==> config.mk <==
export PLATFORM = sky130hd
export DESIGN_NAME = ifetch_unit
export DESIGN_NICKNAME = d
export VERILOG_FILES = /design/src/rtl/ifetch_unit.sv
export SDC_FILE = /design/constraint.sdc
export NUM_CORES = 1
export LEC_CHECK = 0
export ABC_AREA = 1
export CORE_MARGIN = 3
export CORE_UTILIZATION = 30
export CTS_CLUSTER_SIZE = 40
export DETAILED_ROUTE_END_ITERATION = 10
export GPL_TIMING_DRIVEN = 0
export PLACE_DENSITY_LB_ADDON = 0.1
export SYNTH_ARGS = -nofsm -noshare
export SYNTH_HDL_FRONTEND = slang
export SYNTH_SLANG_ARGS = --single-unit
==> constraint.sdc <==
create_clock -name clk_in -period 13 [get_ports clk_in]
set_clock_uncertainty 0.2 [all_clocks]
set_input_delay 3.25 -clock clk_in [delete_from_list [all_inputs] [get_ports clk_in]]
set_output_delay 3.25 -clock clk_in [all_outputs]
set_load 0.01 [all_outputs]
==> src/rtl/ifetch_unit.sv <==
// Instruction fetch stage: direct-mapped one-instruction-per-entry cache in front of a
// byte-wide memory read port. Hits answer in one cycle; misses are filled byte by byte.
module ifetch_unit #(
  parameter int ICACHE_IDX_WIDTH = 4
) (
  input  logic        clk_in,
  input  logic        rst_in,
  input  logic        rdy_in,
  input  logic        clear,
  input  logic        if_enable,
  input  logic [31:0] if_addr,
  output logic        inst_ready,
  output logic        is_c,
  output logic [31:0] inst_val,
  output logic        ic_mem_req,
  output logic [31:0] ic_mem_addr,
  input  logic        ic_mem_valid,
  input  logic [7:0]  ic_mem_data
);

  localparam int ENTRIES = 1 << ICACHE_IDX_WIDTH;
  localparam int TAG_W   = 31 - ICACHE_IDX_WIDTH;

  typedef enum logic {S_IDLE, S_FILL} state_t;

  state_t                      state_q, state_d;
  logic [1:0]                  cnt_q, cnt_d;
  logic [30:0]                 miss_hw_q, miss_hw_d;
  logic [31:0]                 mem_addr_q, mem_addr_d;
  logic                        req_q, req_d;
  logic [23:0]                 buf_q, buf_d;
  logic                        ready_q, ready_d;
  logic [31:0]                 inst_q, inst_d;
  logic                        is_c_q, is_c_d;
  logic [ENTRIES-1:0]          valid_q, valid_d;

  logic [TAG_W-1:0]            tag_q  [ENTRIES];
  logic [31:0]                 data_q [ENTRIES];
  logic                        c_q    [ENTRIES];

  logic [ICACHE_IDX_WIDTH-1:0] req_idx, fill_idx;
  logic [TAG_W-1:0]            req_tag, fill_tag;
  logic                        hit;
  logic                        fill_done;
  logic                        wr_en;
  logic [31:0]                 wr_data;
  logic                        wr_c;
  logic                        unused_if_bit0;

  // Requests are halfword aligned, so bit 0 never takes part in the lookup.
  assign unused_if_bit0 = if_addr[0];

  assign req_idx  = if_addr[ICACHE_IDX_WIDTH:1];
  assign req_tag  = if_addr[31:ICACHE_IDX_WIDTH+1];
  assign fill_idx = miss_hw_q[ICACHE_IDX_WIDTH-1:0];
  assign fill_tag = miss_hw_q[30:ICACHE_IDX_WIDTH];
  assign hit      = valid_q[req_idx] && (tag_q[req_idx] == req_tag);

  always_comb begin
    state_d    = state_q;
    cnt_d      = cnt_q;
    miss_hw_d  = miss_hw_q;
    mem_addr_d = mem_addr_q;
    req_d      = req_q;
    buf_d      = buf_q;
    ready_d    = 1'b0;
    inst_d     = inst_q;
    is_c_d     = is_c_q;
    valid_d    = valid_q;
    fill_done  = 1'b0;
    wr_en      = 1'b0;
    wr_data    = 32'h0;
    wr_c       = 1'b0;

    if (!rdy_in) begin
      ready_d = 1'b0;
    end else if (clear) begin
      // Abandon any partial fill; whatever is already in the cache stays.
      req_d   = 1'b0;
      state_d = S_IDLE;
    end else begin
      case (state_q)
        S_IDLE: begin
          if (if_enable) begin
            if (hit) begin
              ready_d = 1'b1;
              inst_d  = data_q[req_idx];
              is_c_d  = c_q[req_idx];
            end else begin
              miss_hw_d  = if_addr[31:1];
              mem_addr_d = if_addr;
              cnt_d      = 2'd0;
              req_d      = 1'b1;
              state_d    = S_FILL;
            end
          end
        end
        S_FILL: begin
          if (ic_mem_valid) begin
            mem_addr_d = mem_addr_q + 32'd1;
            cnt_d      = cnt_q + 2'd1;
            case (cnt_q)
              2'd0: buf_d[7:0] = ic_mem_data;
              2'd1: begin
                // Low two bits of the first byte decide between 16- and 32-bit encodings.
                if (buf_q[1:0] != 2'b11) begin
                  fill_done = 1'b1;
                  wr_data   = {16'h0, ic_mem_data, buf_q[7:0]};
                  wr_c      = 1'b1;
                end else begin
                  buf_d[15:8] = ic_mem_data;
                end
              end
              2'd2: buf_d[23:16] = ic_mem_data;
              default: begin
                fill_done = 1'b1;
                wr_data   = {ic_mem_data, buf_q};
                wr_c      = 1'b0;
              end
            endcase
            if (fill_done) begin
              wr_en             = 1'b1;
              valid_d[fill_idx] = 1'b1;
              req_d             = 1'b0;
              state_d           = S_IDLE;
            end
          end
        end
        default: state_d = S_IDLE;
      endcase
    end
  end

  always_ff @(posedge clk_in or posedge rst_in) begin
    if (rst_in) begin
      state_q    <= S_IDLE;
      cnt_q      <= 2'd0;
      miss_hw_q  <= 31'h0;
      mem_addr_q <= 32'h0;
      req_q      <= 1'b0;
      buf_q      <= 24'h0;
      ready_q    <= 1'b0;
      inst_q     <= 32'h0;
      is_c_q     <= 1'b0;
      valid_q    <= '0;
    end else begin
      state_q    <= state_d;
      cnt_q      <= cnt_d;
      miss_hw_q  <= miss_hw_d;
      mem_addr_q <= mem_addr_d;
      req_q      <= req_d;
      buf_q      <= buf_d;
      ready_q    <= ready_d;
      inst_q     <= inst_d;
      is_c_q     <= is_c_d;
      valid_q    <= valid_d;
    end
  end

  // Entry payload needs no reset: the valid bits alone qualify it.
  always_ff @(posedge clk_in) begin
    if (wr_en) begin
      tag_q[fill_idx]  <= fill_tag;
      data_q[fill_idx] <= wr_data;
      c_q[fill_idx]    <= wr_c;
    end
  end

  assign inst_ready  = ready_q;
  assign is_c        = is_c_q;
  assign inst_val    = inst_q;
  assign ic_mem_req  = req_q;
  assign ic_mem_addr = mem_addr_q;

endmodule

# Word level (Yosys, flattened, before mapping)
# Memory sizes are Yosys's and may differ from the RTL's. A register that Yosys moved wholly into a read port is not among the register bits.
# Index checks and enable logic that the tools add are counted.
# Widths: inputs -> output; s select.
# classes
addsub	2
order_cmp	3
eq_ne	11
muxes	53
bitwise_logic	5
n_reduce_logical	12
# ops
op	n
$mux 32	7
$pmux 32 s2	2
$reduce_and 5->1	7
$mux 1	34
$add 32x1->32 const B	1
$eq 27x27->1	1
$mux 16	1
$or 16x16->16	1
$lt 4x5->1 const B	2
$ne 3x3->1 const B	3
$ne 2x2->1 const B	4
$mux 2	3
$pmux 1 s2	3
$reduce_and 6->1	1
$bmux 1 s4	1
$demux 1 s4	1
$ge 4x1->1 const B	1
$not 1->1	4
$pmux 2 s2	1
$ne 3x2->1 const B	1
$add 2x1->2 const B	1
$eq 2x1->1 const B	1
$eq 2x2->1 const B	1
$logic_and 1x1->1	2
other kinds (2)	2
# totals
reg_bits	108
ramBits	960
inputBits	46
out_inout_bits	67
wordCells	99
n_memories	3
# memory_table
name	depth	word_bits	rd	rd_clocked_by_memory_dff	wr	line_no	text
data_q	16	32	1	1	1	38	logic [31:0] data_q [ENTRIES];
tag_q	16	27	1	0	1	37	logic [TAG_W-1:0] tag_q [ENTRIES];
c_q	16	1	1	1	1	39	logic c_q [ENTRIES];

# Longest topological paths before layout
# Gate-level depths: netlist of run 1.
# logic_depth
word_depth	14
ltp_mapped	22

# Least setup slack after synthesis of run 1
# OpenSTA, ideal clock, no wires.
# synth_path
path_kind	in2reg
from	in clear
to	mem c_q[11], enable pin
arrival_time_ns	6.808
slack_ns	5.514
stages	7
n_path_buf	0
cell_sequence	nor2_1 > inv_1 > nor3_1 > nand2_1 > inv_1 > nand3_1 > nor2_1
# synth_via
elab_chain_cells	4
# synth_rtl
item	line_no	text
from (decl)	9	input logic clear,
$mux 1	77	end else if (clear) begin
$mux 1	75	if (!rdy_in) begin
$mux 1	162	if (wr_en) begin
$mux 1 (implied by the code)	165	c_q[fill_idx] <= wr_c;
to (decl)	39	
# No other way between the ends.

# Worst setup path in the final report of run 1
# layout_path
from	in rdy_in
to	mem data_q[8][11] (data pin)
# layout_via
elab_chain_cells	1
# layout_rtl
item	line_no	text
from (decl)	8	input logic rdy_in,
$mux 32	75	
via wr_data[11]	46	logic [31:0] wr_data;
to (decl)	38	
# The timed path passes the listed nets, and every way through them passes these cells.

==> results of run 1 <==
[how the worst max path moves through the flow]
stage / start / to / slack [ns] / cells after the start
floorplan: clear / c_q[11] / 5.51 / 7
global placement: clear / tag_q[8][7] / -0.97 / 8
detailed placement: rdy_in / data_q[15][11] / 4.13 / 7
CTS: rdy_in / data_q[15][11] / 4.94 / 7
global route: rdy_in / data_q[6][11] / 4.73 / 7
finish: rdy_in / data_q[8][11] / 4.85 / 7
[layout make-up]
class                           instances  area share [%]
Sequential cell                      1101            58.6
Multi-Input combinational cell       2480            20.9
Clock buffer                          181            6.63
Tap cell                             2030            4.60
Timing Repair Buffer                  172            4.25
Inverter                              335            2.29
Buffer                                241            2.03
Clock inverter                         60           0.729
Antenna cell                            2         0.00906
[worst max-delay path, stage by stage]
cell             delay [ns]
clkdlybuf4s50_1        0.52
inv_1                  0.08
nor3_1                 1.08
inv_1                  0.58
nor2_1                 1.17
clkinv_1               0.75
o31ai_4                0.91
[power by group]
group / switching [mW] / leakage (nW) / internal [mW] / total (mW)
Clock: 1.51 / 1.98 / 2.02 / 3.53
Combinational: 0.554 / 8.02 / 0.252 / 0.805
Sequential: 0.222 / 9.84 / 4.03 / 4.25
[flip-flops by register name (all words and copies together) (netlist names)]
name         flops
buf_q           24
c_q             16
cnt_q            2
data_q         512
ic_mem_addr     32
ic_mem_req       1
inst_ready       1
inst_val        32
is_c             1
miss_hw_q       31
state_q          1
tag_q          432
valid_q         16
[metal layers]
metal | GRT usage [%] | wire length, µm | vias to the layer above
met5 | 0 | 0 | -
met4 | 6.93 | 5430 | 0
met3 | 2.96 | 8920 | 254
met2 | 39.3 | 90200 | 1081
met1 | 29.5 | 77100 | 16900
li1 | - | - | 15100
[kinds of logic after synthesis]
logic type | Yosys count | share of synthesized area [%]
AND/OR/NAND/NOR | 1783 | 15.8
flip-flops | 1101 | 70.2
AO/OA/AOI/OAI | 674 | 8.41
buffers and inverters | 576 | 5.16
XOR/XNOR | 18 | 0.342
adder cells (fa/ha/maj) | 5 | 0.136
[placed cells by master (no fill, tap or decap), drive strengths merged, types with 5 or more instances in the layout]
cell type,instances
nor3,18
o221ai,87
xnor2,8
a31oi,33
clkbuf,320
xor2,10
nand3,367
o22ai,40
nor2,522
clkdlybuf4s50,109
inv,340
o211ai,19
a21oi,10
nor4,7
ha,5
edfxtp,960
nand4,9
clkinv,49
nand2,855
o31ai,9
dfrtp,141
o21ai,472
buf,165
[stage by stage]
stage | power (mW) | worst slack [ns] | utilization (%) | instance area [µm²] | TNS [ns]
2_1_floorplan | 4.64 | 5.51 | - | 46100 | 0
3_3_place_gp | 5.10 | -0.967 | 32.7 | 49700 | -611.95
3_5_place_dp | 5.12 | 4.13 | 33.6 | 51200 | 0
4_1_cts | 8.66 | 4.94 | 36.3 | 55200 | 0
5_1_grt | 8.88 | 4.73 | 36.3 | 55200 | 0
6_report | 8.58 | 4.85 | 36.3 | 55200 | 0
==> results.toml, run 1 <==
[clock_network]
clk_latency_ns = 0.77
ctsHoldBuffers = 0
cts_tree = "done"
cts_root_buf = "clkbuf_16"
cts_setup_buffers = 0
clockBufferDepth = 3
htree_levels = 4
clk_pin_slew_ns = 0.06
ctsResizeCount = 0
cts_made_buffers = 132
clock_sinks = 1101

[logic_synthesis]
yosysSeqAreaShare_pct = 70.2
synth_common_cells = "960 x edfxtp_1, 852 x nand2_1, 519 x nor2_1"
netlist_area_mm2 = 0.0461
synth_top_area_share_pct = 62.5
synth_ff_type = "edfxtp_1"
async_flop_share_pct = 12.8
syn_nets = 4208
yosys-top-cells-area = "edfxtp_1 63%, dfrtp_1 7.7%, nand2_1 6.9%"
yosysWarnings = 0
synth.distinct_cells = 37
synth-seq-cells = 1101
synth_top_area_cell = "edfxtp_1"
synth_edf_count = 960
avgSynthCellArea_um2 = 11.1
synth_most_common_cell = "edfxtp_1"
syn_inst = 4157

[global_route]
grt_pass1_wl_um = 254000
grt_max_degree = 74
grt.total_usage_pct = 22.7
grt_overflow = 0
grt_antenna_before_repair = 4
grt_pass1_vias = 32300

[power_and_ir_drop]
vdd_drop_max_mv = 0.0959
power_density_mw_per_mm2 = 155
leakage_nw = 19.8

[sta]
rsz0062_at_grt = "no"
slew_violations = 0
hold_ws_ns = 0.258
fin_crit_sh_pct = 62.7
final_hold_viol_count = 0
fmax_ghz = 0.123
tightest_slew_ns = 1.39
period_needed_ns = 8.15
setup_viol = 0
slew_headroom_pct = 6.85

[finish]
syn_to_final_growth_pct = 19.8
final_layout_size_suffix_gt1_share_pct = 8.27
fillers = 15100
regArea_mm2 = 0.0324
finalNetCount = 4514
multi_input_area_mm2 = 0.0115
final_cells = 6602

[floorplan]
initial_core_util_pct = 30.3
die_area_mm2 = 0.158
die_w_um = 398
core.rowCount = 143
num_io_pins = 113
fp.coreArea_mm2 = 0.152
fp.dieH_um = 398

[place]
dp_hpwl_um = 124000
gp_congestion = 0.882
io_buffers = 109
dp.cells = 6359

[drt]
vias = 33300
ant_nets = 0
wl_per_cell_um = 27.5
drt-vias-per-instance = 5.05
drt_first_pass_iters = 5
drc_errors = 0
wirelength_um = 182000
drt-initial-drc-count = 2919

[critical_path]
timing.rr.start = "state_q"
rr_endpoint = "data_q[8][11]"
r2r_slack_ns = 7.27
path_class = "primary input to register"
rr_worst_depth = 8
worst-endpoint-required_ns = 13.22
critPathMaxFanout = 17
critical_path.endpoint_type = "register"
crit_arrival_ns = 8.37
crit_path_start_kind = "primary input"

[run]
maxCapViolations = 0

[outcome]
outcome = "completed"

[worst_hold_path]
worstHoldPathCells = 2
holdPathEnd = "valid_q[6]"
hold_start = "valid_q[6]"
hold_path.class = "register to register"
Note: power is estimated with default switching activity, not from simulation.
==> inputs of run 2 (changes only) <==
==> constraint.sdc (replaced) <==
create_clock -name clk_in -period 7.5 [get_ports clk_in]
set_clock_uncertainty 0.2 [all_clocks]
set_input_delay 1.875 -clock clk_in [delete_from_list [all_inputs] [get_ports clk_in]]
set_output_delay 1.875 -clock clk_in [all_outputs]
set_load 0.01 [all_outputs]
==> results of run 2 <==
The final DEF is identical to that of run 1. Status: completed.
Main changes from that run: setup slack after placement 4.13 ns -> 0.00828 ns; setup slack after layout 4.85 ns -> 0.721 ns; register-to-register setup slack 7.27 ns -> 1.77 ns; total power 8.58 mW -> 14.9 mW; worst IR drop on VDD 0.0959 mV -> 0.166 mV
